<file path="src/rtl/median_3x3_stream_pkg.sv">
// median_3x3_stream_pkg: shared mode encodings and sizing helper
// for the streaming 3x3 median filter.
package median_3x3_stream_pkg;

  typedef enum logic {
    MODE_MEDIAN = 1'b0,
    MODE_BYPASS = 1'b1
  } mode_e;

  // Bits needed to hold 0..v-1, never less than one.
  function automatic int clog2(input int v);
    int r;
    r = 0;
    for (int i = 0; i < 32; i++) begin
      if ((64'd1 << i) < 64'(v)) r = i + 1;
    end
    return (r < 1) ? 1 : r;
  endfunction

endpackage

</file>
<file path="src/rtl/median_3x3_stream_sort.sv">
// median9_sort: combinational 19-stage compare-exchange network
// returning the 5th smallest of nine unsigned values.
module median9_sort #(
  parameter int PX_WIDTH = 8
) (
  input  logic [8:0][PX_WIDTH-1:0] i_win,
  output logic [PX_WIDTH-1:0]      o_med
);

  localparam int NCX = 19;
  localparam int CA [NCX] = '{1, 4, 7, 0, 3, 6, 1, 4, 7, 0,
                              5, 4, 3, 1, 2, 4, 4, 6, 4};
  localparam int CB [NCX] = '{2, 5, 8, 1, 4, 7, 2, 5, 8, 3,
                              8, 7, 6, 4, 5, 7, 2, 4, 2};

  logic [PX_WIDTH-1:0] w_v [9];
  logic [PX_WIDTH-1:0] w_t;

  // Each stage orders one pair so that w_v[CA] <= w_v[CB].
  always_comb begin
    w_t = '0;
    for (int i = 0; i < 9; i++) w_v[i] = i_win[i];
    for (int k = 0; k < NCX; k++) begin
      if (w_v[CA[k]] > w_v[CB[k]]) begin
        w_t         = w_v[CA[k]];
        w_v[CA[k]]  = w_v[CB[k]];
        w_v[CB[k]]  = w_t;
      end
    end
  end

  assign o_med = w_v[4];

endmodule

</file>
<file path="src/rtl/median_3x3_stream.sv">
// median_3x3_stream: raster-order 3x3 median / bypass filter
// with two line buffers and a one-deep output register.
module median_3x3_stream
  import median_3x3_stream_pkg::*;
#(
  parameter int PX_WIDTH   = 8,
  parameter int IMG_WIDTH  = 64,
  parameter int IMG_HEIGHT = 64
) (
  input  logic                clock,
  input  logic                reset,
  input  logic [PX_WIDTH-1:0] in_px_data,
  input  logic                in_px_wr,
  output logic                in_px_full,
  output logic [PX_WIDTH-1:0] out_px_data,
  output logic                out_px_wr,
  input  logic                out_px_full,
  input  logic                mode_sel,
  output logic                frame_done
);

  localparam int CW = clog2(IMG_WIDTH);
  localparam int RW = clog2(IMG_HEIGHT);
  localparam logic [CW-1:0] COL_LAST = CW'(IMG_WIDTH - 1);
  localparam logic [RW-1:0] ROW_LAST = RW'(IMG_HEIGHT - 1);
  localparam logic [CW-1:0] COL_TWO  = CW'(2);
  localparam logic [RW-1:0] ROW_TWO  = RW'(2);

  logic [CW-1:0]                 r_col;
  logic [RW-1:0]                 r_row;
  logic [PX_WIDTH-1:0]           r_lb0 [IMG_WIDTH];
  logic [PX_WIDTH-1:0]           r_lb1 [IMG_WIDTH];
  logic [2:0][1:0][PX_WIDTH-1:0] r_win;
  logic [2:0][2:0][PX_WIDTH-1:0] w_nwin;
  logic [8:0][PX_WIDTH-1:0]      w_flat;
  logic [PX_WIDTH-1:0]           w_lb0_rd;
  logic [PX_WIDTH-1:0]           w_lb1_rd;
  logic [PX_WIDTH-1:0]           w_med;
  logic [PX_WIDTH-1:0]           r_out_data;
  logic                          r_out_wr;
  logic                          r_done;
  mode_e                         r_mode;
  logic                          w_acc;
  logic                          w_last_col;
  logic                          w_last_px;
  logic                          w_first_px;
  logic                          w_valid;

  assign in_px_full  = ~(r_out_wr & ~out_px_full);
  assign w_acc       = in_px_wr & in_px_full;
  assign w_last_col  = (r_col == COL_LAST);
  assign w_last_px   = w_last_col & (r_row == ROW_LAST);
  assign w_first_px  = (r_col == '0) & (r_row == '0);
  assign w_valid     = (r_row >= ROW_TWO) & (r_col >= COL_TWO);
  assign w_lb0_rd    = r_lb0[r_col];
  assign w_lb1_rd    = r_lb1[r_col];
  assign out_px_data = r_out_data;
  assign out_px_wr   = r_out_wr;
  assign frame_done  = r_done;

  // Raster position of the next pixel to be accepted.
  always_ff @(posedge clock or posedge reset) begin
    if (reset) begin
      r_col <= '0;
      r_row <= '0;
    end else if (w_acc) begin
      if (w_last_col) begin
        r_col <= '0;
        r_row <= w_last_px ? '0 : r_row + RW'(1);
      end else begin
        r_col <= r_col + CW'(1);
      end
    end
  end

  // Line buffers: lb0 holds the previous line, lb1 the one before.
  always_ff @(posedge clock) begin
    if (w_acc) begin
      r_lb0[r_col] <= in_px_data;
      r_lb1[r_col] <= w_lb0_rd;
    end
  end

  // Window including the incoming column; row 0 is the oldest line.
  always_comb begin
    w_nwin = '0;
    for (int r = 0; r < 3; r++) begin
      w_nwin[r][0] = r_win[r][0];
      w_nwin[r][1] = r_win[r][1];
    end
    w_nwin[0][2] = w_lb1_rd;
    w_nwin[1][2] = w_lb0_rd;
    w_nwin[2][2] = in_px_data;
  end

  assign w_flat = w_nwin;

  // Keep the two newest columns for the next window.
  always_ff @(posedge clock) begin
    if (w_acc) begin
      for (int r = 0; r < 3; r++) begin
        r_win[r][0] <= w_nwin[r][1];
        r_win[r][1] <= w_nwin[r][2];
      end
    end
  end

  median9_sort #(
    .PX_WIDTH (PX_WIDTH)
  ) u_sort (
    .i_win (w_flat),
    .o_med (w_med)
  );

  // Frame mode is captured with the first pixel only.
  always_ff @(posedge clock or posedge reset) begin
    if (reset) begin
      r_mode <= MODE_MEDIAN;
    end else if (w_acc && w_first_px) begin
      r_mode <= mode_e'(mode_sel);
    end
  end

  // Output register: load on a complete window, clear on transfer.
  always_ff @(posedge clock or posedge reset) begin
    if (reset) begin
      r_out_wr   <= 1'b0;
      r_out_data <= '0;
    end else if (w_acc && w_valid) begin
      r_out_wr   <= 1'b1;
      r_out_data <= (r_mode == MODE_BYPASS) ? w_nwin[1][1] : w_med;
    end else if (out_px_full) begin
      r_out_wr   <= 1'b0;
    end
  end

  // One-cycle pulse after the last pixel of a frame is taken.
  always_ff @(posedge clock or posedge reset) begin
    if (reset) begin
      r_done <= 1'b0;
    end else begin
      r_done <= w_acc & w_last_px;
    end
  end

endmodule

</file>
<file path="config.mk">
export PLATFORM = sky130hd
export DESIGN_NAME = median_3x3_stream
export DESIGN_NICKNAME = d
export VERILOG_FILES = /design/src/rtl/median_3x3_stream_pkg.sv /design/src/rtl/median_3x3_stream_sort.sv /design/src/rtl/median_3x3_stream.sv
export SDC_FILE = /design/constraint.sdc
export NUM_CORES = 2
export LEC_CHECK = 0
export CORE_MARGIN = 3
export CORE_UTILIZATION = 50
export DETAILED_ROUTE_END_ITERATION = 10
export PLACE_DENSITY = 0.78
export SYNTH_ARGS = -nofsm -noshare
export SYNTH_HDL_FRONTEND = slang
export SYNTH_SLANG_ARGS = --single-unit
</file>
<file path="constraint.sdc">
create_clock -name clock -period 20.8 [get_ports clock]
set_input_delay 5.2 -clock clock [delete_from_list [all_inputs] [get_ports clock]]
set_output_delay 5.2 -clock clock [all_outputs]
set_load 0.05 [all_outputs]
</file>
**Yosys cells after proc, flatten, opt, wreduce, memory -nomap -nowiden**

Memories as Yosys holds them, arrays and structs flattened.
Cells that the tools add are included.

- Register bits: 71
- Memory bits (writable): 1,024
- Input port bits: 13
- Logic and storage cells: 81
- Memories kept: 2

Memories:

| name | depth | width | read ports | clocked after Yosys merged registers in | write ports | line | source |
|---|---|---|---|---|---|---|---|
| r_lb0 | 64 | 8 | 1 | 0 | 1 | median_3x3_stream.sv:31 | `logic [PX_WIDTH-1:0] r_lb0 [IMG_WIDTH];` |
| r_lb1 | 64 | 8 | 1 | 0 | 1 | median_3x3_stream.sv:32 | `logic [PX_WIDTH-1:0] r_lb1 [IMG_WIDTH];` |

- Add/sub/neg operators: 2
- $lt $le $gt $ge: 21
- Equality and inequality tests: 2
- Mux-type cells: 28
- Bitwise gates (word level): 8
- Reductions and logical operators: 6

Operator list:

| cell | number |
|---|---|
| greater-than comparator 8 bit | 19 |
| two-way mux 16 bit | 9 |
| two-way mux 8 bit | 13 |
| adder 6 x 1 -> 6 bit, second input constant | 2 |
| == test 6 bit, second input constant | 2 |
| greater-or-equal comparator 6 x 2 -> 1 bit, second input constant | 2 |
| logical NOT 6 bit | 2 |
| two-way mux 6 bit | 2 |
| AND 1 bit | 6 |
| two-way mux 1 bit | 4 |
| logical AND 1 bit | 2 |
| inverter 1 bit | 2 |
| AND reduction 2 bit | 1 |
| nonzero test 2 bit | 1 |

**Depth between registers and ports, before layout**

An unclocked memory read counts as a cell.

- Depth after elaboration: 20
- Mapped depth: 109

**By module**

Synthesis repeated with hierarchy kept, for this count alone.

- Cells, all modules: 2,850
- Area, all modules: 48,612.9 um^2

Modules (own cells, without submodules):

| module | instances | cells each | area an instance (um^2) | seq. area each (um^2) |
|---|---|---|---|---|
| median_3x3_stream | 1 | 1,824 | 41,537.3 | 32,766.4 |
| median9_sort | 1 | 1,026 | 7,075.5 | 0.0 |

**Worst setup path before layout**

Ideal clock, no wire load.

- Path kind: input to register
- From: input in_px_data[3]
- To: register r_out_data[6] (netlist: out_px_data[6])
- Data arrival time: 21,169 ps
- Required time: 20,672 ps
- Slack: -497 ps
- Cell stages on the path: 86
- Buffers on the path: 11
- Cell sequence: inv_1 > ha_1 > a21o_1 > a21oi_1 > a21boi_0 > o21ai_1 > clkbuf_1 > mux2i_1 > ha_1 > a21o_1 > a221oi_1 > o211a_1 > or2_2 > clkbuf_1 > clkbuf_1 > nor2_1 > a21oi_1 > ha_1 > (+50 left out) > o21a_1 > inv_1 > a31oi_1 > nor2_1 > a221oi_2 > a21o_1 > and2_1 > ha_1 > nor2b_1 > o21a_1 > o21ai_0 > nand2b_1 > a21oi_1 > o21ai_0 > o31a_1 > nor3_1 > and4_1 > nor3_1

- Word-level cells in the longest chain between the ends: 19
- Elaborated cells on any way between the ends: 27
- Those cells by class: order compare: 12; mux: 15

RTL lines:

| what | line | source |
|---|---|---|
| start, declared | median_3x3_stream.sv:12 | `input logic [PX_WIDTH-1:0] in_px_data,` |
| greater-than comparator 8 bit | median_3x3_stream_sort.sv:24 | `if (w_v[CA[k]] > w_v[CB[k]]) begin` |
| two-way mux 16 bit (*) | median_3x3_stream_sort.sv:24 |  |
| greater-than comparator 8 bit | median_3x3_stream_sort.sv:24 |  |
| two-way mux 16 bit | median_3x3_stream_sort.sv:24 |  |
| greater-than comparator 8 bit | median_3x3_stream_sort.sv:24 |  |
| two-way mux 16 bit | median_3x3_stream_sort.sv:24 |  |
| greater-than comparator 8 bit | median_3x3_stream_sort.sv:24 |  |
| two-way mux 8 bit | median_3x3_stream_sort.sv:24 |  |
| (+3 left out) | - |  |
| two-way mux 8 bit | median_3x3_stream_sort.sv:24 |  |
| greater-than comparator 8 bit | median_3x3_stream_sort.sv:24 |  |
| two-way mux 8 bit | median_3x3_stream_sort.sv:24 |  |
| greater-than comparator 8 bit | median_3x3_stream_sort.sv:24 |  |
| two-way mux 8 bit | median_3x3_stream_sort.sv:24 |  |
| greater-than comparator 8 bit | median_3x3_stream_sort.sv:24 |  |
| two-way mux 8 bit (*) | median_3x3_stream_sort.sv:24 |  |
| two-way mux 8 bit (*) | median_3x3_stream.sv:131 | `r_out_data <= (r_mode == MODE_BYPASS) ? w_nwin[1][1] : w_med;` |
| end signal, assigned | median_3x3_stream.sv:131 |  |
| end, declared | median_3x3_stream.sv:39 | `logic [PX_WIDTH-1:0] r_out_data;` |

Mark *: on every way between the ends. The rest lies on a longest branch, timed or not.
A chain may end at the register's enable or synchronous reset.

**Final worst setup path**

- From: input in_px_data[1]
- To: register r_out_data[6] (netlist: out_px_data[6])

Same word-level chain as after synthesis.

==> summary.md <==
| Metric | Value |
|---|---|
| Status | `finished, final reports clean` |
| H-tree depth | `3` |
| Number of vias per cell | `6.785` |
| Chip Width | `323.1 um` |
| Row count | `115` |
| Final #Nets | `3,788` |
| Syn_area_per_cell | `14.59 um^2` |
| Critical Path Source Type | `primary input` |
| Pre-CTS setup slack | `-0.02835 ns` |
| Remaining routing DRC violations | `0` |
| Async SR Flop Fraction | `2.100%` |
| Met3 usage in global routing | `8.647%` |
| Clock buffer depth | `3` |
| TritonCTS Buffers | `109` |
| # port buffers | `23` |
| Antenna Nets Post-Route | `0` |
| Syn. warnings | `0` |
| Data required time of the worst path | `21.36 ns` |
| Per-cell routed wire length | `30.86 um` |
| Count of cell types in the netlist | `101` |
| Yosys reg bits | `1,095` |
| Initial core utilization | `50.78%` |
| Largest net degree at the start of global routing | `71` |
| Met1 Track Usage GR | `38.88%` |
| Detailed placement HPWL | `98,820 um` |
| Fin worst setup slack | `1.266 ns` |
| Crit end category | `register` |
| Cells after Synth | `3,445` |
| Hold slack | `0.5176 ns` |
| Drt initial violations | `5,425` |
| GPL Wtd Cong | `1.029` |
| Worst-path fanout max | `17` |
| DIE AREA | `0.1044 mm^2` |
| Critical path class | `in2reg` |
| Vias in the first global route | `31,985` |
| Design area | `0.05668 mm^2` |
| Final wirelength | `154,400 um` |
| Post-Syn Area | `0.05027 mm^2` |
| Total Routing Usage GR | `28.99%` |
| Final period util | `93.91%` |
| Most frequent cell on the critical path | `ha_1` |
| GRT overflow | `0` |
| Max stage delay on crit path | `0.42 ns` |
| Fmax achieved | `51.19 MHz` |
| Sum Neg Setup Slack | `0 ns` |
| CTS root buf | `clkbuf_16` |
| Clock-pin transition on the worst setup and hold timing paths | `0.05 ns` |
| MaxCap Viol Count | `0` |
| Hold Crit Depth | `1` |
| Placed Instance Area | `0.05277 mm^2` |
| EDFF count, synth | `1,072` |
| Via count | `33,940` |
| Max Slew Vio Count | `0` |
| Worst r2r path cells | `86` |
| Hold Path Class | `reg2reg` |
| Boundary pin count | `24` |
| Minimum clock period | `19.53 ns` |
| Fin Clk Skew | `0.04099 ns` |
| GRT Max-Usage Layer | `met2` |
| Antenna violations before repair | `6` |
| Final Hold Viols | `0` |
| First-pass GRT wire length | `220,100 um` |
| Final setup violating endpoints | `0` |
| Clock latency on the worst-skew pair | `0.71 ns` |
| Share of cells above drive strength 1 | `17.96%` |
| Synthesized net count | `3,614` |
| TritonCTS clock tree | `built` |
| RSZ-0062 raised after global routing | `no` |
| Area Growth Syn to Fin | `12.76%` |
| Die Span Y | `323.1 um` |
| Worst path arrival time | `20.09 ns` |
| Met2 Resource Use GR | `42.79%` |
| Hold buffer count at CTS | `0` |
| TritonRoute pass-1 iters | `9` |
| Core Footprint | `0.09899 mm^2` |
| Max_slew headroom | `29.66%` |
| Primary FF master, synth | `edfxtp_1` |
| CP max-delay cell | `mux2_2` |
| Worst Tran Pin Value | `1.051 ns` |
| Sequential fraction of the synthesis area | `65.19%` |
| CTS Sinks | `1,095` |
[registers in the layout (all words and copies together) (netlist names)]
signal	cells
frame_done	1
out_px_data	8
out_px_wr	1
r_col	6
r_lb0	512
r_lb1	512
r_mode	1
r_row	6
r_win	48
[metrics by stage]
| stage | cells | utilization (%) |
|---|---|---|
| final | 5002 | 57.26 |
| after global routing | 5001 | 57.25 |
| after CTS | 4991 | 57.04 |
| after detailed placement | 4786 | 53.31 |
| after global placement | 4786 | 53.31 |
| after floorplan | 3445 | - |
[synth_stat cells, types with 22 or more instances]
library cell / n / share of area, %
nand2b_1: 30 / 0.37
clkbuf_1: 82 / 0.61
o21a_1: 24 / 0.36
buf_2: 37 / 0.37
a21oi_1: 138 / 1.4
o21ai_0: 136 / 1.4
nand3_1: 68 / 0.68
nor2_1: 179 / 1.3
inv_1: 105 / 0.78
buf_4: 35 / 0.52
a22oi_1: 96 / 1.4
buf_6: 25 / 0.56
a211oi_1: 22 / 0.33
a221oi_1: 80 / 1.4
o2bb2ai_1: 25 / 0.44
mux2i_1: 191 / 3.8
nand4_1: 26 / 0.32
o22ai_1: 35 / 0.44
edfxtp_1: 1072 / 64
dfrtp_1: 23 / 1.1
ha_1: 156 / 3.9
and3_1: 23 / 0.29
nand2_1: 222 / 1.7
mux4_2: 74 / 3.3
mux2_2: 90 / 2.0
nor3_1: 30 / 0.30
a21o_1: 41 / 0.61
[layout by cell type, fill, tap and decap left out, drive strengths merged, types with 41 or more instances in the layout]
cell type,n
a21o,41
a21oi,139
a221oi,82
a22oi,96
buf,237
clkbuf,135
clkinv,49
edfxtp,1072
ha,156
inv,110
mux2,92
mux2i,191
mux4,74
nand2,222
nand3,68
nor2,182
o21ai,147
[worst max-delay path, delay by kind of cell]
kind	cells	cell delay, ns
AOI/OAI and AO/OA	43	7.86
adders and majority gates	9	2.66
buffers and inverters	9	1.43
muxes	2	0.77
and+or+nand+nor	16	2.15
[layout make-up]
class,count,area (um^2)
antenna,2,5.005
clock buffer,135,2868
clock inverter,70,827.0
fill,7395,42310
inverter,108,410.4
multi-input combinational,2053,16200
sequential,1095,32780
tap,1287,1610
timing repair buffer,252,1984
[final timing paths]
path,end,start,slack [ns]
max,out_px_data[6]$_DFFE_PP0P_,in_px_data[1],1.27
min,r_row[2]$_DFFE_PP0P_,r_row[2]$_DFFE_PP0P_,0.52
max reg2reg,out_px_data[6]$_DFFE_PP0P_,r_col[0]$_DFFE_PP0P_,1.44
min reg2reg,r_row[2]$_DFFE_PP0P_,r_row[2]$_DFFE_PP0P_,0.52
max in group asynchronous,r_col[1]$_DFFE_PP0P_,reset,15.53
min in group asynchronous,r_col[3]$_DFFE_PP0P_,reset,4.91
[metal layers]
| metal | vias to the layer above | share of wire (%) |
|---|---|---|
| li1 | 14067 | - |
| met1 | 16657 | 36 |
| met2 | 2664 | 44 |
| met3 | 548 | 14 |
| met4 | 4 | 6.1 |
| met5 | - | 0.021 |
[timing repair]
| action | CTS | global route |
|---|---|---|
| hold endpoints to repair | 0 | 0 |
| gates resized for setup | 0 | 27 |
| setup buffers | 0 | 8 |
| endpoints found under the setup margin | 0 | 8 |
[cell families after synthesis]
family / share of synthesized area [%]
adder cells (fa/ha/maj): 3.883
multiplexers: 9.180
flip-flops: 65.19
AND/OR/NAND/NOR: 6.893
buffers and inverters: 2.952
AO/OA/AOI/OAI: 11.75
XOR/XNOR: 0.1568
Power is left out: the tool's default activity adds up to more than one toggle a clock period on the data nets, which glitch-free logic cannot reach.
